===== src/rtl/gui_kbd_pkg.sv =====
// Shared types and key-code constants for the GUI keyboard responder.
package gui_kbd_pkg;

  // Special key codes above the 8x8 matrix range.
  localparam logic [6:0] KEY_SHIFT  = 7'd64;
  localparam logic [6:0] KEY_CTRL   = 7'd65;
  localparam logic [6:0] KEY_RUSLAT = 7'd66;
  localparam logic [6:0] KEY_MAX    = 7'd66;

  // One GUI key event as stored in the FIFO.
  typedef struct packed {
    logic [6:0] code;
    logic       press;
  } kbd_event_t;

  // Apply sequencer states.
  typedef enum logic [1:0] {
    ST_IDLE  = 2'd0,
    ST_APPLY = 2'd1,
    ST_HOLD  = 2'd2
  } kbd_state_t;

endpackage


===== src/rtl/gui_kbd_fifo.sv =====
// Small synchronous FIFO of key events with flush; pointers carry one
// extra wrap bit so full and empty are told apart by the MSB.
module gui_kbd_fifo
  import gui_kbd_pkg::*;
#(
  parameter int DEPTH = 4
) (
  input  logic       i_clk,
  input  logic       i_reset_n,
  input  logic       i_push,
  input  kbd_event_t i_data,
  input  logic       i_pop,
  input  logic       i_flush,
  output kbd_event_t o_data,
  output logic       o_full,
  output logic       o_empty
);

  localparam int AW = $clog2(DEPTH);

  logic [AW:0] r_wptr;
  logic [AW:0] r_rptr;
  kbd_event_t  r_mem [DEPTH];
  logic        w_push;
  logic        w_pop;

  assign w_push  = i_push && !o_full;
  assign w_pop   = i_pop && !o_empty;
  assign o_empty = (r_wptr == r_rptr);
  assign o_full  = (r_wptr[AW] != r_rptr[AW]) &&
                   (r_wptr[AW-1:0] == r_rptr[AW-1:0]);
  assign o_data  = r_mem[r_rptr[AW-1:0]];

  // Pointer update; flush wins over push and pop.
  always_ff @(posedge i_clk or negedge i_reset_n) begin
    if (!i_reset_n) begin
      r_wptr <= '0;
      r_rptr <= '0;
    end else if (i_flush) begin
      r_wptr <= '0;
      r_rptr <= '0;
    end else begin
      if (w_push) r_wptr <= r_wptr + (AW+1)'(1);
      if (w_pop)  r_rptr <= r_rptr + (AW+1)'(1);
    end
  end

  // Event storage; contents need no reset since empty gates every read.
  always_ff @(posedge i_clk) begin
    if (w_push && !i_flush) r_mem[r_wptr[AW-1:0]] <= i_data;
  end

endmodule


===== src/rtl/gui_kbd_matrix.sv =====
// Keyboard responder: queues GUI key events, applies them one at a time
// with a minimum hold between changes, and answers active-low row scans.
module gui_kbd_matrix
  import gui_kbd_pkg::*;
#(
  parameter int FIFO_DEPTH  = 4,
  parameter int HOLD_CYCLES = 20000,
  parameter int HOLD_W      = 16
) (
  input  logic       i_clk,
  input  logic       i_reset_n,
  input  logic       i_key_valid,
  output logic       o_key_ready,
  input  logic [6:0] i_key_code,
  input  logic       i_key_press,
  input  logic       i_clear_all,
  input  logic [7:0] i_row_sel,
  output logic [7:0] o_col,
  output logic [2:0] o_mod_n,
  output logic       o_busy
);

  kbd_state_t        r_state;
  kbd_state_t        w_state_nxt;
  logic [HOLD_W-1:0] r_hold;
  kbd_event_t        r_evt;
  kbd_event_t        w_fifo_data;
  kbd_event_t        w_push_data;
  logic              w_full;
  logic              w_empty;
  logic              w_push;
  logic              w_pop;
  logic              w_apply;
  logic              w_evt_valid;
  logic [63:0]       r_matrix;
  logic [2:0]        r_mod;
  logic [7:0]        r_col;
  logic [2:0]        r_mod_n;

  // Column c is pulled low when any driven-low row has key (row, c) pressed.
  function automatic logic [7:0] scan_cols(input logic [7:0] row_sel_n,
                                           input logic [63:0] m);
    logic [7:0] acc;
    acc = '0;
    for (int r = 0; r < 8; r++) begin
      if (!row_sel_n[r]) acc = acc | m[r*8 +: 8];
    end
    return ~acc;
  endfunction

  assign o_key_ready = !w_full;
  assign w_push      = i_key_valid && !w_full && !i_clear_all;
  assign w_push_data = '{code: i_key_code, press: i_key_press};
  assign w_evt_valid = (r_evt.code <= KEY_MAX);
  assign o_busy      = !w_empty || (r_state != ST_IDLE);
  assign o_col       = r_col;
  assign o_mod_n     = r_mod_n;

  gui_kbd_fifo #(
    .DEPTH(FIFO_DEPTH)
  ) u_fifo (
    .i_clk    (i_clk),
    .i_reset_n(i_reset_n),
    .i_push   (w_push),
    .i_data   (w_push_data),
    .i_pop    (w_pop),
    .i_flush  (i_clear_all),
    .o_data   (w_fifo_data),
    .o_full   (w_full),
    .o_empty  (w_empty)
  );

  // State register.
  always_ff @(posedge i_clk or negedge i_reset_n) begin
    if (!i_reset_n) r_state <= ST_IDLE;
    else            r_state <= w_state_nxt;
  end

  // Next state, FIFO pop and apply strobe; clear-all forces IDLE.
  always_comb begin
    w_state_nxt = r_state;
    w_pop       = 1'b0;
    w_apply     = 1'b0;
    case (r_state)
      ST_IDLE: begin
        if (!w_empty) begin
          w_pop       = 1'b1;
          w_state_nxt = ST_APPLY;
        end
      end
      ST_APPLY: begin
        w_apply     = 1'b1;
        w_state_nxt = w_evt_valid ? ST_HOLD : ST_IDLE;
      end
      ST_HOLD: begin
        if (r_hold == '0) w_state_nxt = ST_IDLE;
      end
      default: w_state_nxt = ST_IDLE;
    endcase
    if (i_clear_all) begin
      w_state_nxt = ST_IDLE;
      w_pop       = 1'b0;
      w_apply     = 1'b0;
    end
  end

  // Capture the event being popped for the APPLY cycle.
  always_ff @(posedge i_clk) begin
    if (w_pop) r_evt <= w_fifo_data;
  end

  // Hold counter: loaded on a real change, counts down to zero in HOLD.
  always_ff @(posedge i_clk or negedge i_reset_n) begin
    if (!i_reset_n) begin
      r_hold <= '0;
    end else if (i_clear_all) begin
      r_hold <= '0;
    end else if (w_apply && w_evt_valid) begin
      r_hold <= HOLD_W'(HOLD_CYCLES - 1);
    end else if ((r_state == ST_HOLD) && (r_hold != '0)) begin
      r_hold <= r_hold - HOLD_W'(1);
    end
  end

  // Key matrix and modifier state; codes above KEY_MAX are a no-op.
  always_ff @(posedge i_clk or negedge i_reset_n) begin
    if (!i_reset_n) begin
      r_matrix <= '0;
      r_mod    <= '0;
    end else if (i_clear_all) begin
      r_matrix <= '0;
      r_mod    <= '0;
    end else if (w_apply) begin
      if (!r_evt.code[6])   r_matrix[r_evt.code[5:0]] <= r_evt.press;
      else if (w_evt_valid) r_mod[r_evt.code[1:0]]    <= r_evt.press;
    end
  end

  // Registered scan response and modifier outputs.
  always_ff @(posedge i_clk or negedge i_reset_n) begin
    if (!i_reset_n) begin
      r_col   <= 8'hFF;
      r_mod_n <= 3'b111;
    end else if (i_clear_all) begin
      r_col   <= 8'hFF;
      r_mod_n <= 3'b111;
    end else begin
      r_col   <= scan_cols(i_row_sel, r_matrix);
      r_mod_n <= ~r_mod;
    end
  end

endmodule

===== config.mk =====
export PLATFORM = sky130hd
export DESIGN_NAME = gui_kbd_matrix
export DESIGN_NICKNAME = d
export VERILOG_FILES = /design/src/rtl/gui_kbd_pkg.sv /design/src/rtl/gui_kbd_fifo.sv /design/src/rtl/gui_kbd_matrix.sv
export SDC_FILE = /design/constraint.sdc
export NUM_CORES = 1
export LEC_CHECK = 0
export ABC_CLOCK_PERIOD_IN_PS = 2450
export CAP_MARGIN = 5
export CORE_AREA = 10 10 128 130
export CTS_CLUSTER_SIZE = 20
export DETAILED_ROUTE_END_ITERATION = 8
export DIE_AREA = 0 0 138 140
export DONT_BUFFER_PORTS = 1
export HOLD_SLACK_MARGIN = 0.12
export PLACE_DENSITY = 0.74
export SLEW_MARGIN = 20
export SYNTH_ARGS = -nofsm -noshare
export SYNTH_HDL_FRONTEND = slang
export SYNTH_SLANG_ARGS = --single-unit
export TNS_END_PERCENT = 1

===== constraint.sdc =====
create_clock -name i_clk -period 2.45 [get_ports i_clk]
set_input_delay 0.49 -clock i_clk [delete_from_list [all_inputs] [get_ports i_clk]]
set_output_delay 0.49 -clock i_clk [all_outputs]
set_load 0.05 [all_outputs]

==> qor.csv <==
stage,metric,value,unit
cts,root_buffer,clkbuf_16,
run,maxCapViolations,0,
yosys,avgSynthCellArea,10.13,µm²
cts,cts_sinks,142,
cts,htree_levels,4,
drt,routed_wl,16960,µm
drt,met3_length,1725,µm
yosys,synth_mux_area_frac,0.03660,
yosys,synthFlopType,dfrtp_1,
status,violations,negative hold slack,
power_and_ir_drop,netSwitchingFraction,0.3218,
floorplan,initial_core_util,0.4964,
timing,fin_hold_ws,-243.5,ps
yosys,synth.distinct_cells,51,
yosys,yosys.area.top_type,dfrtp_1,
floorplan,die_h,140,µm
timing,hold_viol,102,
setup_path,path_class,reg2out,
layout,final_cells,846,
timing,final_max_slew_viol_count,0,
yosys,yosysTopAreaCellShare,0.3331,
power_and_ir_drop,clkPwrFrac,0.358,
drt,num_vias,5288,
placed_design,preCtsSetupSlack,370.8,ps
drt,routed.top_layer,met4,
floorplan,rows,43,
global_route,grt_antenna_before_repair,0,
layout,drive_above_1_share,0.1036,
cts,cts-hold-fix-buffers,1,
timing,fin_setup_tns,0,ps
cts,clk_transition_reported_paths,50,ps
floorplan,die_area,0.01932,mm²
yosys,synth_compound_area_frac,0.1726,
yosys,synth_top_family_by_area,compound AO/OA/AOI/OAI gates,
yosys,yosysMostFrequentCell,dfrtp_1,
global_route,grt_util_all_layers,0.1766,
worst_hold_path,hp-class,in2async,
cts,cts_buffers,17,
setup_path,crit_required,1960,ps
placed_design,gp_congestion,0.8920,
drt,first_pass_iters,6,
power_and_ir_drop,p_int,0.004724,W
power_and_ir_drop,leakage,2.703,nW
yosys,synth.net_count,701,
setup_path,timing.rr.end,r_hold[14],
yosys,synth_edf_count,40,
drt,vias_per_cell,6.251,
power_and_ir_drop,p_sw,0.002242,W
cts,clk_latency,430,ps
yosys,synth_fa_ha_area_frac,0.01098,
timing,tightest_slew,876.6,ps
yosys,synth_warnings,0,
status,status,finished with violations,
yosys,ys_async_sr_fraction,0.7183,
timing,slew_headroom,0.4134,
placed_design,portBuffers,0,
global_route,grt-ovfl-total,0,
power_and_ir_drop,power.share.combinational,0.226,
setup_path,cp_data_arrival_time,1780,ps
setup_path,startpoint_type,register,
cts,clk_path_buf_depth,2,
drt,drt_iter0_markers,695,
yosys,synthXorXnorAreaFrac,0.01025,
layout,fill_cells,1197,
timing,rsz0062_at_grt,no,
setup_path,crit_start,u_fifo.r_rptr[1],
cts,cts_tree,yes,
drt,wl_met1,6702,µm
power_and_ir_drop,p_per_area,928.4,mW/mm²
setup_path,rrSetupSlack,490,ps
floorplan,core_area,0.01377,mm²
yosys,synth_area_leaders,"dfrtp_1 33%, edfxtp_1 18%, a21oi_1 5.2%",
power_and_ir_drop,seqPwrFrac,0.416,
yosys,ys_ff_latch,142,
timing,worst_slack,183.1,ps
timing,fmax,0.4411,GHz
yosys,synth-seq-area-share,0.5511,
layout,nNetsFinal,679,
setup_path,r2r_start,r_hold[0],
timing,post-route-period-util,0.9253,
layout,final_util,0.5448,
global_route,grt_max_degree,103,
yosys,syn_area,0.006837,mm²
drt,drt.antenna.violating_nets,0,
cts,post-cts-setup-buffer-count,0,
drt,wire_per_inst,20.05,µm
timing,skew,8.944,ps
global_route,grt_pass1_vias,5086,
yosys,synth_commonest_cells,"91 x dfrtp_1, 71 x a21oi_1, 70 x inv_1, 70 x o21ai_0, 69 x nand3_1",
floorplan,io_pins,33,
placed_design,post-place-cells,813,
setup_path,end_kind,output pin,
setup_path,cp_max_fo,11,
layout,antennaDiodeCount,0,
floorplan,die_x,138,µm
layout,areaGrowthSynthToFinish,9.755,%
global_route,grt_pass1_wl,27830,µm
drt,wl_met2,8072,µm
yosys,syn_inst,675,
drt,route.detailed.drc,0,
yosys,synth_simple_gate_area_frac,0.1492,
placed_design,dp_hpwl,10500,µm
power_and_ir_drop,peakVddDrop,0.5625,mV
setup_path,worst_r2r_path_depth,6,
timing,period_needed,2267,ps
timing,setup_viol,0,
## logic make-up after synthesis
family          count (synthesis)
simple gates                  174
flops                         142
buf+inv                       121
xor+xnor                        8
fa+ha+maj                       6
compound gates                209
mux                            15
## cell type report
| cell class | count | area (µm²) | area share |
|---|---|---|---|
| well taps | 180 | 225.2 | 0.03001 |
| multi-input cells | 412 | 2595 | 0.3458 |
| flip-flops and latches | 142 | 3769 | 0.5023 |
| repair buffers | 9 | 70.07 | 0.009338 |
| clock inverters | 5 | 55.05 | 0.007337 |
| clock buffers | 27 | 523.0 | 0.06970 |
| inverters | 71 | 266.5 | 0.03552 |
## power groups by stage
stage / registers [W] / clock network (W) / logic (W)
floorplan: 0.00282 / 0 / 0.00127
global placement: 0.00291 / 0 / 0.00149
detailed placement: 0.00293 / 0 / 0.00155
CTS: 0.00289 / 0.00252 / 0.00156
global route: 0.00294 / 0.00264 / 0.00173
finish: 0.00290 / 0.00249 / 0.00158
## metal layers
layer,vias up,global-route usage
li1,2388,-
met1,2585,0.2229
met2,269,0.2751
met3,46,0.05206
met4,0,0.07825
met5,-,0
## cell usage in the layout (no fill, tap or decap), types with 9 or more instances in the layout
master / Yosys / final
nand3_1: 69 / 69
o22ai_1: 32 / 32
dfstp_2: 11 / 11
nor2_1: 18 / 18
and2_1: 14 / 14
inv_1: 70 / 70
o41ai_1: 10 / 10
a31oi_1: 9 / 9
a21oi_1: 71 / 71
edfxtp_1: 40 / 40
nand2_1: 18 / 18
o31ai_1: 9 / 9
o21ai_0: 70 / 70
dfrtp_1: 91 / 90
clkbuf_16: 0 / 17
## how the worst max path moves through the flow
stage / end / slack, ps / cells past startpoint
floorplan: o_busy / 580 / 4
global placement: u_fifo.r_mem[1][5] / 530 / 4
detailed placement: u_fifo.r_mem[1][0] / 370 / 4
CTS: o_key_ready / 50 / 3
global route: o_key_ready / 90 / 3
finish: o_key_ready / 180 / 3
## worst max-delay path, cell delays in order (launching register included)
cell and delay (ps):
dfrtp_2 510, xor2_1 330, nor2_1 120, nand2_1 390
## registers in the layout (all words and copies together), names as in the netlist, 8 cells and up
register,count
r_matrix,64
r_evt,8
o_col,8
r_hold,16
u_fifo.r_mem,32
## metrics by stage
stage	power (W)	area [µm²]
floorplan	0.004092	6837
global route	0.007306	7503
finish	0.006966	7503
CTS	0.006974	7502
global placement	0.004403	6914
detailed placement	0.004484	6914
## timing repair
action / 4_1_cts / 5_1_grt
endpoints found under the hold margin: 104 / 102
gates resized for setup: 0 / 1
setup endpoints to repair: 0 / 1
Power figures use the tool's default switching activity.
==> patch (same settings) <==
`HOLD_W`: 16 -> 14.
--- a/src/rtl/gui_kbd_matrix.sv
+++ b/src/rtl/gui_kbd_matrix.sv
@@ -5,7 +5,7 @@
 #(
   parameter int FIFO_DEPTH  = 4,
   parameter int HOLD_CYCLES = 20000,
-  parameter int HOLD_W      = 16
+  parameter int HOLD_W      = 14
 ) (
   input  logic       i_clk,
   input  logic       i_reset_n,
Function: same outputs for any inputs over 4 cycles, from zero or initial values and one cycle with i_reset_n low; that may be too few to reach the edited logic, so the function may still have changed.
==> patch against the unedited design <==
The flow still finishes with violations (negative hold slack); critical path depth rose by 1; first-iteration DRC count did not move; critical endpoint is now o_busy; area after synthesis fell by 0.97%; design area fell by 0.92%; cell count fell by 0.59%; wire length fell by 0.32%; sequential cell count fell by 2; worst setup slack got worse by 0.00072 ns; synthesized cell count fell by 1.0%; clock skew rose by 0.00082 ns; total power fell by 0.11%.
==> patch: results (changes against the unedited design) <==
- Status: complete, but fails checks (unchanged)
- Failing checks: negative hold slack (unchanged)
- Leakage power: 2.77 nW (was 2.70 nW)
- Number of global-route vias before repair: 5100 (was 5086)
- Synth Area in Adders: 0.0111 (was 0.0110)
- Fin. Hold Viols: 100 (was 102)
- Layout cell share with drive strength beyond 1: 0.118 (was 0.104)
- Nets: 674 (was 679)
- Worst hold slack: -0.250 ns (was -0.243 ns)
- Max stage delay cell, worst path: dfrtp_1 (was dfrtp_2)
- Synth Area in Compound Gates: 0.155 (was 0.173)
- RR Startpoint: u_fifo.r_rptr[1] (was r_hold[0])
- Count of cell types in the netlist: 61 (was 51)
- Placer Congestion: 0.874 (was 0.892)
- First-pass GRT wire length: 27100 um (was 27800 um)
- Worst Skew: 0.00977 ns (was 0.00894 ns)
- Worst vdd ir: 0.603 mV (was 0.562 mV)
- Worst relative slew slack: 0.434 (was 0.413)
- Slowest cell delay on critical path: 0.62 ns (was 0.51 ns)
- Synthesized Nets: 694 (was 701)
- R2r endpoint: u_fifo.r_mem[2][6] (was r_hold[14])
- Post-synth EDFFs: 40 (unchanged)
- Commonest cells in the synthesized netlist: 89 x dfrtp_1, 70 x nand3_1, 69 x inv_1, 64 x a21oi_1, 60 x o21ai_0 (was 91 x dfrtp_1, 71 x a21oi_1, 70 x inv_1, 70 x o21ai_0, 69 x nand3_1)
- All-Layer GR Usage: 0.172 (was 0.177)
- Vias: 5230 (was 5288)
- XOR/XNOR Fraction of Synth Area: 0.0103 (was 0.0102)
- Fill count: 1163 (was 1197)
- Async set-or-reset flop fraction in the synthesized netlist: 0.714 (was 0.718)
- Multiplexer area fraction after synthesis: 0.0503 (was 0.0366)
- Pin count of the biggest net entering global routing: 101 (was 103)
- Top cells by area, synth: dfrtp_1 33%, edfxtp_1 18%, nand3_1 5.2% (was dfrtp_1 33%, edfxtp_1 18%, a21oi_1 5.2%)
- Register area share after synthesis: 0.549 (was 0.551)
- Reg2reg path depth: 4 (was 6)
==> patch: how the worst max path moves through the flow <==
| stage | endpoint | slack [ns] | depth (start not counted) | start |
|---|---|---|---|---|
| 6_report | o_busy | 0.18 | 4 | u_fifo.r_rptr[1] |
| 5_1_grt | o_busy | 0.07 | 4 | u_fifo.r_rptr[1] |
| 4_1_cts | o_busy | 0.04 | 4 | u_fifo.r_rptr[1] |
| 3_5_place_dp | u_fifo.r_mem[2][4] | 0.36 | 4 | u_fifo.r_rptr[1] |
| 3_3_place_gp | u_fifo.r_mem[1][0] | 0.46 | 4 | u_fifo.r_rptr[1] |
| 2_1_floorplan | o_busy | 0.56 | 4 | u_fifo.r_rptr[0] |
==> patch: routing by layer <==
metal	up-vias	track usage	share of wire
li1	2344	-	-
met1	2542	0.210	0.39
met4	0	0.0755	0.026
met5	-	0	0
met3	44	0.0551	0.11
met2	300	0.275	0.48
==> patch: worst reg2reg max path, stage by stage, from the launching register on <==
cell and delay [ns]:
dfrtp_1 0.62, xor2_2 0.30, o31ai_2 0.15, nor2_1 0.19, and2_1 0.37
==> patch: stage by stage <==
step | instance area (um2) | instances | setup WS [ns] | hold slack (ns)
6_report | 7430 | 841 | 0.182 | -0.250
5_1_grt | 7430 | 841 | 0.0719 | -0.260
4_1_cts | 7430 | 841 | 0.0377 | -0.257
3_5_place_dp | 6860 | 809 | 0.362 | 0.198
3_3_place_gp | 6860 | 809 | 0.461 | 0.199
2_1_floorplan | 6770 | 668 | 0.560 | 0.194
==> patch: cell families after synthesis <==
group	after synthesis
and+or+nand+nor	188
AOI/OAI and AO/OA	183
DFF	140
buffers and inverters	119
muxes	24
xor gates and xnor gates	8
adders and majority gates	6
==> patch: layout make-up <==
| cell class | count | area, um2 | area share |
|---|---|---|---|
| flip-flops and latches | 140 | 3720 | 0.500 |
| multi-input cells | 409 | 2590 | 0.348 |
| clock buffers | 17 | 425 | 0.0572 |
| inverters | 69 | 259 | 0.0348 |
| well taps | 180 | 225 | 0.0303 |
| clock inverters | 15 | 139 | 0.0187 |
| repair buffers | 11 | 82.6 | 0.0111 |
==> patch: repair_timing <==
item                                    in CTS  in global routing
hold endpoints to repair                   100                100
endpoints found under the setup margin       0                  2
gates resized for setup                      0                  1
==> patch: power by group <==
part / total (mW) / leakage, nW / switching [mW] / internal [mW]
clock network: 2.43 / 0.253 / 1.03 / 1.40
logic: 1.68 / 0.798 / 1.09 / 0.594
registers: 2.84 / 1.72 / 0.242 / 2.60
